**src/rtl/seg_disp_pkg.sv**
```systemverilog
// ============================================================================
// Module   : seg_disp_pkg
// Brief    : Shared types and glyph constants for the six-digit display path.
// Revision : 1.0 - initial release
// ============================================================================
`default_nettype none

package seg_disp_pkg;

    typedef enum logic [1:0] {
        ST_BOOT = 2'd0,
        ST_DATA = 2'd1,
        ST_MSG  = 2'd2
    } state_e;

    localparam logic [7:0] GL_R     = "R";
    localparam logic [7:0] GL_D     = "D";
    localparam logic [7:0] GL_P     = "P";
    localparam logic [7:0] GL_N     = "N";
    localparam logic [7:0] GL_S     = "S";
    localparam logic [7:0] GL_BLANK = 8'hFF;

    localparam logic [5:0] MASK_ALL = 6'h3F;

    // Hex digits 0-F use their own value as the glyph code.
    function automatic logic [7:0] hex_glyph(input logic [3:0] nib);
        return {4'h0, nib};
    endfunction

endpackage

`default_nettype wire

```
**src/rtl/hex_to_seg_bytes.sv**
```systemverilog
// ============================================================================
// Module   : hex_to_seg_bytes
// Brief    : Expands a 24-bit value into six hex glyph bytes plus a
//            leading-zero blanking mask (digit 0 is never blanked).
// Revision : 1.0 - initial release
// ============================================================================
`default_nettype none

module hex_to_seg_bytes
    import seg_disp_pkg::*;
(
    input  logic [23:0] value,
    input  logic        lz_en,
    output logic [47:0] glyphs,
    output logic [5:0]  lz_mask
);

    logic lead_zero;

    always_comb begin
        glyphs    = '0;
        lz_mask   = '0;
        lead_zero = lz_en;
        for (int i = 5; i >= 0; i--) begin
            glyphs[8*i +: 8] = hex_glyph(value[4*i +: 4]);
            if (i > 0) begin
                lead_zero  = lead_zero & (value[4*i +: 4] == 4'h0);
                lz_mask[i] = lead_zero;
            end
        end
    end

endmodule

`default_nettype wire

```
**src/rtl/seg_disp_arbiter.sv**
```systemverilog
// ============================================================================
// Module   : seg_disp_arbiter
// Brief    : Shares the seven-segment driver load port between a priority
//            message requester and a hex data requester with timed revert.
// Revision : 1.0 - initial release
// ============================================================================
`default_nettype none

module seg_disp_arbiter
    import seg_disp_pkg::*;
#(
    parameter int unsigned HOLD_CYC    = 50_000_000,
    parameter bit          LZ_BLANK_EN = 1'b1
) (
    input  logic        clk,
    input  logic        rst_n,
    input  logic        msg_vld,
    input  logic [47:0] msg_din,
    input  logic [5:0]  msg_mask,
    output logic        msg_rdy,
    input  logic        data_vld,
    input  logic [23:0] data_val,
    output logic        data_rdy,
    output logic        msg_active,
    output logic [47:0] seg_din,
    output logic        seg_din_vld,
    output logic [5:0]  seg_din_mask
);

    localparam int CNT_W = (HOLD_CYC > 1) ? $clog2(HOLD_CYC) : 1;
    localparam logic [CNT_W-1:0] HOLD_LAST = CNT_W'(HOLD_CYC - 1);

    state_e           state_q,     state_d;
    logic [23:0]      shadow_q,    shadow_d;
    logic [CNT_W-1:0] hold_cnt_q,  hold_cnt_d;
    logic [47:0]      seg_din_q,   seg_din_d;
    logic [5:0]       seg_mask_q,  seg_mask_d;
    logic             seg_vld_q,   seg_vld_d;
    logic             msg_act_q,   msg_act_d;
    logic             msg_rdy_q,   msg_rdy_d;

    logic [23:0]      shadow_nxt;
    logic [47:0]      hex_glyphs;
    logic [5:0]       hex_mask;

    // Converting the post-update shadow lets a same-cycle data_vld be the
    // value shown, both in DATA and on message expiry.
    assign shadow_nxt = data_vld ? data_val : shadow_q;

    hex_to_seg_bytes u_hex (
        .value   (shadow_nxt),
        .lz_en   (LZ_BLANK_EN),
        .glyphs  (hex_glyphs),
        .lz_mask (hex_mask)
    );

    always_comb begin
        state_d    = state_q;
        shadow_d   = shadow_nxt;
        hold_cnt_d = hold_cnt_q;
        seg_din_d  = seg_din_q;
        seg_mask_d = seg_mask_q;
        seg_vld_d  = 1'b0;
        msg_act_d  = msg_act_q;
        msg_rdy_d  = msg_rdy_q;

        case (state_q)
            ST_BOOT: begin
                seg_din_d  = '0;
                seg_mask_d = MASK_ALL;
                seg_vld_d  = 1'b1;
                msg_act_d  = 1'b0;
                msg_rdy_d  = 1'b1;
                state_d    = ST_DATA;
            end
            ST_DATA: begin
                if (msg_vld) begin
                    seg_din_d  = msg_din;
                    seg_mask_d = msg_mask;
                    seg_vld_d  = 1'b1;
                    msg_act_d  = 1'b1;
                    msg_rdy_d  = 1'b0;
                    hold_cnt_d = '0;
                    state_d    = ST_MSG;
                end else if (data_vld) begin
                    seg_din_d  = hex_glyphs;
                    seg_mask_d = hex_mask;
                    seg_vld_d  = 1'b1;
                end
            end
            ST_MSG: begin
                hold_cnt_d = hold_cnt_q + 1'b1;
                if (hold_cnt_q == HOLD_LAST) begin
                    seg_din_d  = hex_glyphs;
                    seg_mask_d = hex_mask;
                    seg_vld_d  = 1'b1;
                    msg_act_d  = 1'b0;
                    msg_rdy_d  = 1'b1;
                    hold_cnt_d = '0;
                    state_d    = ST_DATA;
                end
            end
            default: begin
                state_d = ST_BOOT;
            end
        endcase
    end

    always_ff @(posedge clk or negedge rst_n) begin
        if (!rst_n) begin
            state_q    <= ST_BOOT;
            shadow_q   <= '0;
            hold_cnt_q <= '0;
            seg_din_q  <= '0;
            seg_mask_q <= MASK_ALL;
            seg_vld_q  <= 1'b0;
            msg_act_q  <= 1'b0;
            msg_rdy_q  <= 1'b0;
        end else begin
            state_q    <= state_d;
            shadow_q   <= shadow_d;
            hold_cnt_q <= hold_cnt_d;
            seg_din_q  <= seg_din_d;
            seg_mask_q <= seg_mask_d;
            seg_vld_q  <= seg_vld_d;
            msg_act_q  <= msg_act_d;
            msg_rdy_q  <= msg_rdy_d;
        end
    end

    assign msg_rdy      = msg_rdy_q;
    assign data_rdy     = 1'b1;
    assign msg_active   = msg_act_q;
    assign seg_din      = seg_din_q;
    assign seg_din_vld  = seg_vld_q;
    assign seg_din_mask = seg_mask_q;

endmodule

`default_nettype wire

```
**config.mk**
```make
export PLATFORM = sky130hd
export DESIGN_NAME = seg_disp_arbiter
export DESIGN_NICKNAME = d
export VERILOG_FILES = /design/src/rtl/seg_disp_pkg.sv /design/src/rtl/hex_to_seg_bytes.sv /design/src/rtl/seg_disp_arbiter.sv
export SDC_FILE = /design/constraint.sdc
export NUM_CORES = 1
export LEC_CHECK = 0
export ABC_CLOCK_PERIOD_IN_PS = 2400
export CORE_MARGIN = 3
export CORE_UTILIZATION = 44
export DETAILED_ROUTE_END_ITERATION = 7
export GPL_TIMING_DRIVEN = 1
export PLACE_DENSITY = 0.8
export REMOVE_ABC_BUFFERS = 1
export SLEW_MARGIN = 0
export SYNTH_ARGS = -nofsm -noshare
export SYNTH_HDL_FRONTEND = slang
export SYNTH_SLANG_ARGS = --single-unit
```
**constraint.sdc**
```tcl
create_clock -name clk -period 2.4 [get_ports clk]
set_clock_uncertainty 0.1 [all_clocks]
set_input_delay 0.72 -clock clk [delete_from_list [all_inputs] [get_ports clk]]
set_output_delay 0.72 -clock clk [all_outputs]
set_load 0.1 [all_outputs]
```
# After elaboration in Yosys (flattened, before gate mapping)
# Cells that the tools add are included.
[op_classes]
addsub = 1
reduce_logical = 12
n_bitwise = 4
eq_ne = 6
mux = 25
[op_table]
columns = ["op", "count"]
rows = [
  ["48-bit 2-to-1 mux", 3],
  ["48-bit one-hot mux with 3 select lines", 1],
  ["26-bit 2-to-1 mux", 2],
  ["26-bit one-hot mux with 2 select lines", 1],
  ["26-bit by 1-bit adder with 26-bit output, second input constant", 1],
  ["26-bit == test, second input constant", 1],
  ["24-bit 2-to-1 mux", 1],
  ["4-bit logical NOT", 5],
  ["6-bit 2-to-1 mux", 3],
  ["6-bit one-hot mux with 3 select lines", 1],
  ["1-bit one-hot mux with 3 select lines", 3],
  ["1-bit 2-to-1 mux", 7],
  ["2-bit one-hot mux with 3 select lines", 1],
  ["3-bit AND reduction", 2],
  ["1-bit bitwise AND", 4],
  ["2-bit 2-to-1 mux", 2],
  ["2-bit != test, second input constant", 2],
  ["2-bit AND reduction", 2],
  ["3-bit != test, second input constant", 1],
  ["3-bit nonzero test", 1],
  ["2-bit by 1-bit == test with 1-bit output, second input constant", 1],
  ["2-bit == test, second input constant", 1],
  ["2-bit logical NOT", 1],
  ["2-bit nonzero test", 1],
]
[word_totals]
word_cells = 56
in_bits = 82
out_inout_bits = 58
ff_bits = 109

# Depth between registers and ports, before layout
# Gate-level depths: netlist of the first run.
[logic_depth]
depth_word = 9
mapped_depth = 9
ltp_nobuf = 7

# By module
# Synthesis of the first run repeated with hierarchy kept, for this count alone.
[unflattened]
cells_unflattened = 542
hier_area_um2 = 6139.6
[by_module_without_submodules]
columns = ["module", "instances", "cells_each", "seq_area_each_um2", "area_each_um2"]
rows = [
  ["seg_disp_arbiter", 1, 481, 2735.1, 5675.4],
  ["hex_to_seg_bytes", 1, 61, 0.0, 464.2],
]

# Worst setup path before layout of the first run
# Ideal clock, no wire load.
[synth_timing]
kind = "input -> register"
start = "input port data_vld"
end = "register seg_din_q[1], in the netlist seg_din[1]"
setup_slack_ns = -0.039
path_stages = 5
t_required_ns = 2.175
t_arrival_ns = 2.214
setup_time_ns = 0.125
path_cell_list = "clkbuf_1 > buf_1 > mux2_2 > a22o_1 > mux2_4"
[synth_via]
elab_chain_len = 4
elab_cells_between_ends = 7
cone_classes = "1 x eq/ne; 5 x mux; 1 x reduce/logical"
[synth_lines]
columns = ["element", "line", "text"]
rows = [
  ["from (decl)", "seg_disp_arbiter.sv:21", "input logic data_vld,"],
  ["24-bit 2-to-1 mux (*)", "seg_disp_arbiter.sv:48", "assign shadow_nxt = data_vld ? data_val : shadow_q;"],
  ["via hex_glyphs[1]", "seg_disp_arbiter.sv:43", "logic [47:0] hex_glyphs;"],
  ["48-bit 2-to-1 mux", "seg_disp_arbiter.sv:85", "end else if (data_vld) begin"],
  ["48-bit 2-to-1 mux", "seg_disp_arbiter.sv:77", "if (msg_vld) begin"],
  ["48-bit one-hot mux with 3 select lines (*)", "seg_disp_arbiter.sv:67", "case (state_q)"],
  ["to (signal assigned)", "seg_disp_arbiter.sv:123", "seg_din_q <= seg_din_d;"],
  ["to (decl)", "seg_disp_arbiter.sv:36", "logic [47:0] seg_din_q, seg_din_d;"],
]
# The timed path passes the listed nets; every way through them passes the cells marked *. The select of a mux whose other input is x is not followed.
# A chain may end at the register's enable or synchronous reset.

# Final worst setup path of the first run
[layout_timing]
start = "register hold_cnt_q[0]"
end = "register seg_din_q[44], in the netlist seg_din[44]"
[layout_via]
elab_chain_len = 3
[layout_lines]
columns = ["element", "line", "text"]
rows = [
  ["from (decl)", "seg_disp_arbiter.sv:35", "logic [CNT_W-1:0] hold_cnt_q, hold_cnt_d;"],
  ["from (signal assigned)", "seg_disp_arbiter.sv:122", "hold_cnt_q <= hold_cnt_d;"],
  ["26-bit == test", "seg_disp_arbiter.sv:93", "if (hold_cnt_q == HOLD_LAST) begin"],
  ["2-bit != test (no source line)", "n/a", ""],
  ["3-bit AND reduction (no source line)", "n/a", ""],
]
# Every way passes these cells.

==> reports/results.txt, run 1 <==
Post-synth EDFFs - 0
HP Class - in2async
Final Worst Setup Slack - 0.0772 ns
Crit path max-delay family - simple AND/OR/NAND/NOR gates
Worst R2R Setup Slack - 0.08 ns
antenna-violating nets left - 0
CTS buffer count - 9
Area Overhead vs Synth - 40.8%
die height - 116 um
drt drc - 0
CP Data Required Time - 2.56 ns
status - finished clean
Tmin final - 2.32 ns
Synth area leaders - dfrtp_1 49%, mux2_4 7.1%, mux2i_1 6.4%
Clk pin slew, worst setup/hold paths - 0.07 ns
global-route wire length before repair - 22200 um
max-slew violations - 0
Initial Util - 0.456
top_reg_cell synth - dfrtp_1
final wirelength - 13600 um
Post-DP Area - 0.00708 mm2
achievable frequency - 0.431 GHz
number of port buffers - 138
FF-to-FF Start - hold_cnt_q[0]$_DFFE_PN0P_
Period Utilization, post-route - 0.968
cell chain of the critical path - ha_1, and4_1, and3_1, a21o_4, o311ai_4, buf_12, buf_12, mux2i_2
Worst EP arrival - 2.49 ns
n_diodes - 0
DR vias - 4101
Die ar. - 0.0134 mm2
Via density - 5.23
largest net degree at the start of global routing - 34
post-synth top area cell - dfrtp_1
Final Power - 0.0105 W
final net count - 723
share of cells above drive strength 1 - 0.282
CTS tree - done
design area - 0.00746 mm2
Reg2Reg Depth - 8
Top Ports - 140
asr flop ratio synth - 1.00
syn avg cell area - 11.3 um2
CP max FO - 10
FP Rows - 39
total of max-cap violations - 0
Clock Latency Late Sink - 0.35 ns
cell mode on critical path - buf_12
Synth Cell Area - 0.00530 mm2
pre-CTS setup slack - -0.374 ns
CP Buf/Inv Count - 2
routed len/inst - 17.4 um
Worst setup EP type - register
drt first-iter violations - 163
reg2reg end - seg_din[44]$_DFFE_PN0P_
Setup crit start kind - register
slowest CP cell - dfrtp_1
CTS sink cnt - 109
antenna violations before repair - 0
Slew HR - 0.617
top-count cell post-synth - dfrtp_1
vias in the first global route - 4501
synthesized netlist cell count - 469
worst slew pin tran - 0.574 ns
Seq cells post-synth - 109
Worst Path Class, Setup - reg2reg
PD cells - 1400 mW/mm2
Final setup viols - 0
gpl congestion - 0.794
die width - 116 um
H-tree depth - 3
share of the synthesized area in the top cell type - 0.486
synth warn - 0
CTS root buffer - clkbuf_16
most frequent cells after synthesis - 103 x dfrtp_1, 50 x nand2_1, 37 x inv_1
Yosys cell types - 46
total track usage - 0.212
post-synthesis sequential area ratio - 0.516
Max stage delay on crit path - 0.41 ns
CORE AREA - 0.0116 mm2
GRT overflow - 0
Final Hold Vio Count - 0
Final HPWL DP - 10000 um
Pleak - 3.50 nW
first-pass iteration count of the detailed router - 4
Fin Setup TNS - 0 ns
worst vdd ir - 0.877 mV
clock buffer depth - 2
state kept, by name, indices dropped and copies added (netlist names):
name          flops
msg_active        1
hold_cnt_q       26
seg_din_mask      6
msg_rdy           1
state_q           2
seg_din          48
seg_din_vld       1
shadow_q         24
final cells by class:
| class | instances | area (um2) |
|---|---|---|
| tap | 143 | 179 |
| multi-input combinational | 298 | 2350 |
| timing repair buffer | 181 | 1780 |
| fill | 887 | 4150 |
| inverter | 37 | 139 |
| clock inverter | 2 | 16.3 |
| sequential | 109 | 2740 |
| clock buffer | 14 | 264 |
power breakdown:
part	switching (W)	internal, W
Combinational	0.00411	0.00233
Sequential	0.000301	0.00230
Clock	0.000663	0.000767
how the worst max path moves through the flow:
stage | from | end | depth (start not counted)
finish | hold_cnt_q[0]$_DFFE_PN0P_ | seg_din[44]$_DFFE_PN0P_ | 8
detailed placement | data_vld | seg_din_mask[4]$_DFFE_PN1P_ | 7
global route | hold_cnt_q[0]$_DFFE_PN0P_ | seg_din[44]$_DFFE_PN0P_ | 8
global placement | data_vld | seg_din_mask[2]$_DFFE_PN1P_ | 7
CTS | data_vld | seg_din_mask[2]$_DFFE_PN1P_ | 7
floorplan | state_q[0]$_DFFE_PN0P_ | seg_din_mask[0]$_DFFE_PN1P_ | 4
cell families (layout without fill, tap and decap cells):
kind of cell | after synthesis | in the layout | synth area share
buffers and inverters | 62 | 234 | 0.0515
AND/OR/NAND/NOR | 140 | 140 | 0.132
other | 1 | 1 | 0.000708
AO/OA/AOI/OAI | 49 | 49 | 0.0692
flip-flops | 109 | 109 | 0.516
XOR/XNOR | 21 | 21 | 0.0347
adder cells (fa/ha/maj) | 5 | 5 | 0.0118
multiplexers | 82 | 82 | 0.184
per-stage QoR:
step | hold WS (ns) | instances | utilization
after floorplan | 0.324 | 444 | -
after global placement | 0.368 | 764 | 0.610
after detailed placement | 0.379 | 764 | 0.610
after CTS | 0.206 | 780 | 0.634
after global routing | 0.219 | 784 | 0.643
final | 0.199 | 784 | 0.643
cells in the final DEF, fill, tap and decap left out, types with 2 or more instances in the layout:
cell	n
buf_12	15
nand2_1	50
a21o_1	2
mux2i_2	3
mux2_2	23
ha_1	5
dfrtp_1	103
inv_1	37
xor2_1	16
xnor2_1	5
nor4_1	5
nor3_1	9
dfstp_2	6
buf_4	84
mux2i_1	31
o211ai_1	2
clkbuf_8	2
and3_1	5
a22o_1	19
nor2_1	31
clkbuf_16	11
o21ai_0	13
clkbuf_1	3
nor4b_1	2
nand4_1	7
a31oi_1	2
a21oi_1	2
nor2b_1	2
and4_1	5
nor4_2	2
mux2_4	25
clkdlybuf4s50_1	79
nand3_1	15
what timing repair did:
action / 4_1_cts / 5_1_grt
endpoints found under the setup margin: 1 / 5
hold buffers: 0 / 0
resized for setup: 1 / 8
buffers inserted: 0 / 2
cloned: 0 / 2
layer usage:
metal,wire length (um),GRT usage,vias up
met5,0,0,-
met4,278,0.0789,0
met3,1050,0.0695,19
met2,6800,0.366,121
met1,5520,0.248,2019
li1,-,-,1942
Note: power is estimated with default switching activity, not from simulation.
==> run 2, diff against run 1 <==
Settings changed: CORE_UTILIZATION 44 to 40, DONT_BUFFER_PORTS from default to 1, PLACE_DENSITY 0.8 to 0.6.
==> run 2 against run 1 <==
Against the previous run:
- the run now ends with hold timing left
- hold slack got worse by 0.24 ns
- non-clock buffer count down 134
- clock power rose by 9%
- utilization shrank 17 points
- critical path depth down 1
- largest power group is now registers
- highest routed layer unchanged
==> reports/results.txt, run 2 (synthesis gave the netlist of run 1 again) <==
Worst EP arrival - 2.48 ns
CORE AREA - 0.0128 mm2
max reg flops - 48
antenna-violating nets left - 0
placed cells - 663
Pleak - 2.85 nW
Final setup viols - 0
CTS sink cnt - 109
Area Overhead vs Synth - 14.9%
Max stage delay on crit path - 0.41 ns
total of max-cap violations - 0
worst slew pin tran - 0.944 ns
gpl congestion - 0.783
RSZ-0062 raised after global routing - true
Layout fillers - 1160
number of port buffers - 0
Final Worst Setup Slack - 0.0620 ns
CTS tree - done
die width - 121 um
Via density - 5.22
Die ar. - 0.0147 mm2
die height - 121 um
Setup Fix Bufs, Post-CTS - 0
failing checks - hold timing
GRT overflow - 0
total track usage - 0.168
achievable frequency - 0.428 GHz
cell chain of the critical path - ha_1, and4_1, and3_1, a21o_4, o311ai_4, buf_12, mux2_4
CTS buffer count - 9
final net count - 589
CP Data Required Time - 2.54 ns
drt first-iter violations - 232
CTS root buffer - clkbuf_16
drt drc - 0
worst vdd ir - 0.748 mV
Worst setup EP type - register
antenna violations before repair - 0
max-slew violations - 0
Tmin final - 2.34 ns
FF-to-FF Start - hold_cnt_q[0]$_DFFE_PN0P_
largest net degree at the start of global routing - 110
slowest CP cell - dfrtp_1
global-route wire length before repair - 19300 um
share of cells above drive strength 1 - 0.245
n_diodes - 0
HP Class - in2async
routed len/inst - 17.4 um
Crit path max-delay family - simple AND/OR/NAND/NOR gates
commonest non-fill, non-tap cell in the layout - dfrtp_1
hold_ws - -0.0395 ns
FP Rows - 41
Worst Path Class, Setup - reg2reg
pre-CTS setup slack - 0.0407 ns
H-tree depth - 3
Slew HR - 0.371
non-filler cells, final - 678
Setup crit start - hold_cnt_q[0]$_DFFE_PN0P_
Final Hold Vio Count - 93
Final HPWL DP - 8240 um
PD cells - 1550 mW/mm2
CP max FO - 26
most frequent cells in the layout - 103 x dfrtp_1, 50 x nand2_1, 45 x buf_4, 37 x inv_1, 34 x mux2i_1
first-pass iteration count of the detailed router - 4
Finished Core Util - 0.477
Initial Util - 0.415
final wirelength - 11800 um
Fin Setup TNS - 0 ns
Setup crit start kind - register
vias in the first global route - 3654
Clock Latency Late Sink - 0.35 ns
status - finished with violations
Clk pin slew, worst setup/hold paths - 0.07 ns
Period Utilization, post-route - 0.974
DR vias - 3542
clock buffer depth - 2
CP Buf/Inv Count - 1
Top Ports - 140
[run 2: stage by stage]
stage | instance area [um2] | total power, W | hold WS (ns)
6_report | 6090 | 0.00944 | -0.0395
2_1_floorplan | 5170 | 0.00636 | 0.324
3_5_place_dp | 5780 | 0.00793 | 0.329
3_3_place_gp | 5780 | 0.00786 | 0.329
4_1_cts | 6080 | 0.00951 | -0.0599
5_1_grt | 6090 | 0.00986 | -0.0592
[run 2: timing repair]
| action | 4_1_cts | 5_1_grt |
|---|---|---|
| resized for setup | 0 | 2 |
| hold endpoints to repair | 103 | 103 |
| endpoints found under the setup margin | 0 | 39 |
[run 2: final cells by class]
type                    instances  area (um2)  share of cell area
well taps                     172         215              0.0353
repair buffers                 47         378              0.0620
clock inverters                 6        80.1              0.0131
flip-flops and latches        109        2740               0.449
multi-input cells             298        2320               0.381
inverters                      37         139              0.0228
clock buffers                   9         225              0.0370
[run 2: power breakdown]
| group | internal, W | total, W | switching, W | leakage, nW |
|---|---|---|---|---|
| clock network | 0.000829 | 0.00156 | 0.000735 | 0.147 |
| logic | 0.00147 | 0.00375 | 0.00229 | 1.28 |
| registers | 0.00228 | 0.00412 | 0.00185 | 1.42 |
[run 2: per-layer routing]
| layer | global-route usage | routed length (um) |
|---|---|---|
| met2 | 0.259 | 5570 |
| met3 | 0.0755 | 1120 |
| met1 | 0.212 | 4980 |
| met4 | 0.0552 | 155 |
| met5 | 0 | 0 |
[run 2: worst paths after layout]
check | end | slack, ns | cells after the start
max | seg_din[17]$_DFFE_PN0P_ | 0.06 | 7
min | hold_cnt_q[16]$_DFFE_PN0P_ | -0.04 | 0
max reg2reg | seg_din[17]$_DFFE_PN0P_ | 0.06 | 7
min reg2reg | msg_rdy$_DFFE_PN0P_ | 0.40 | 1
max in group asynchronous | seg_din_mask[0]$_DFFE_PN1P_ | 1.95 | 0
min in group clk | seg_din[13]$_DFFE_PN0P_ | 0.39 | 2
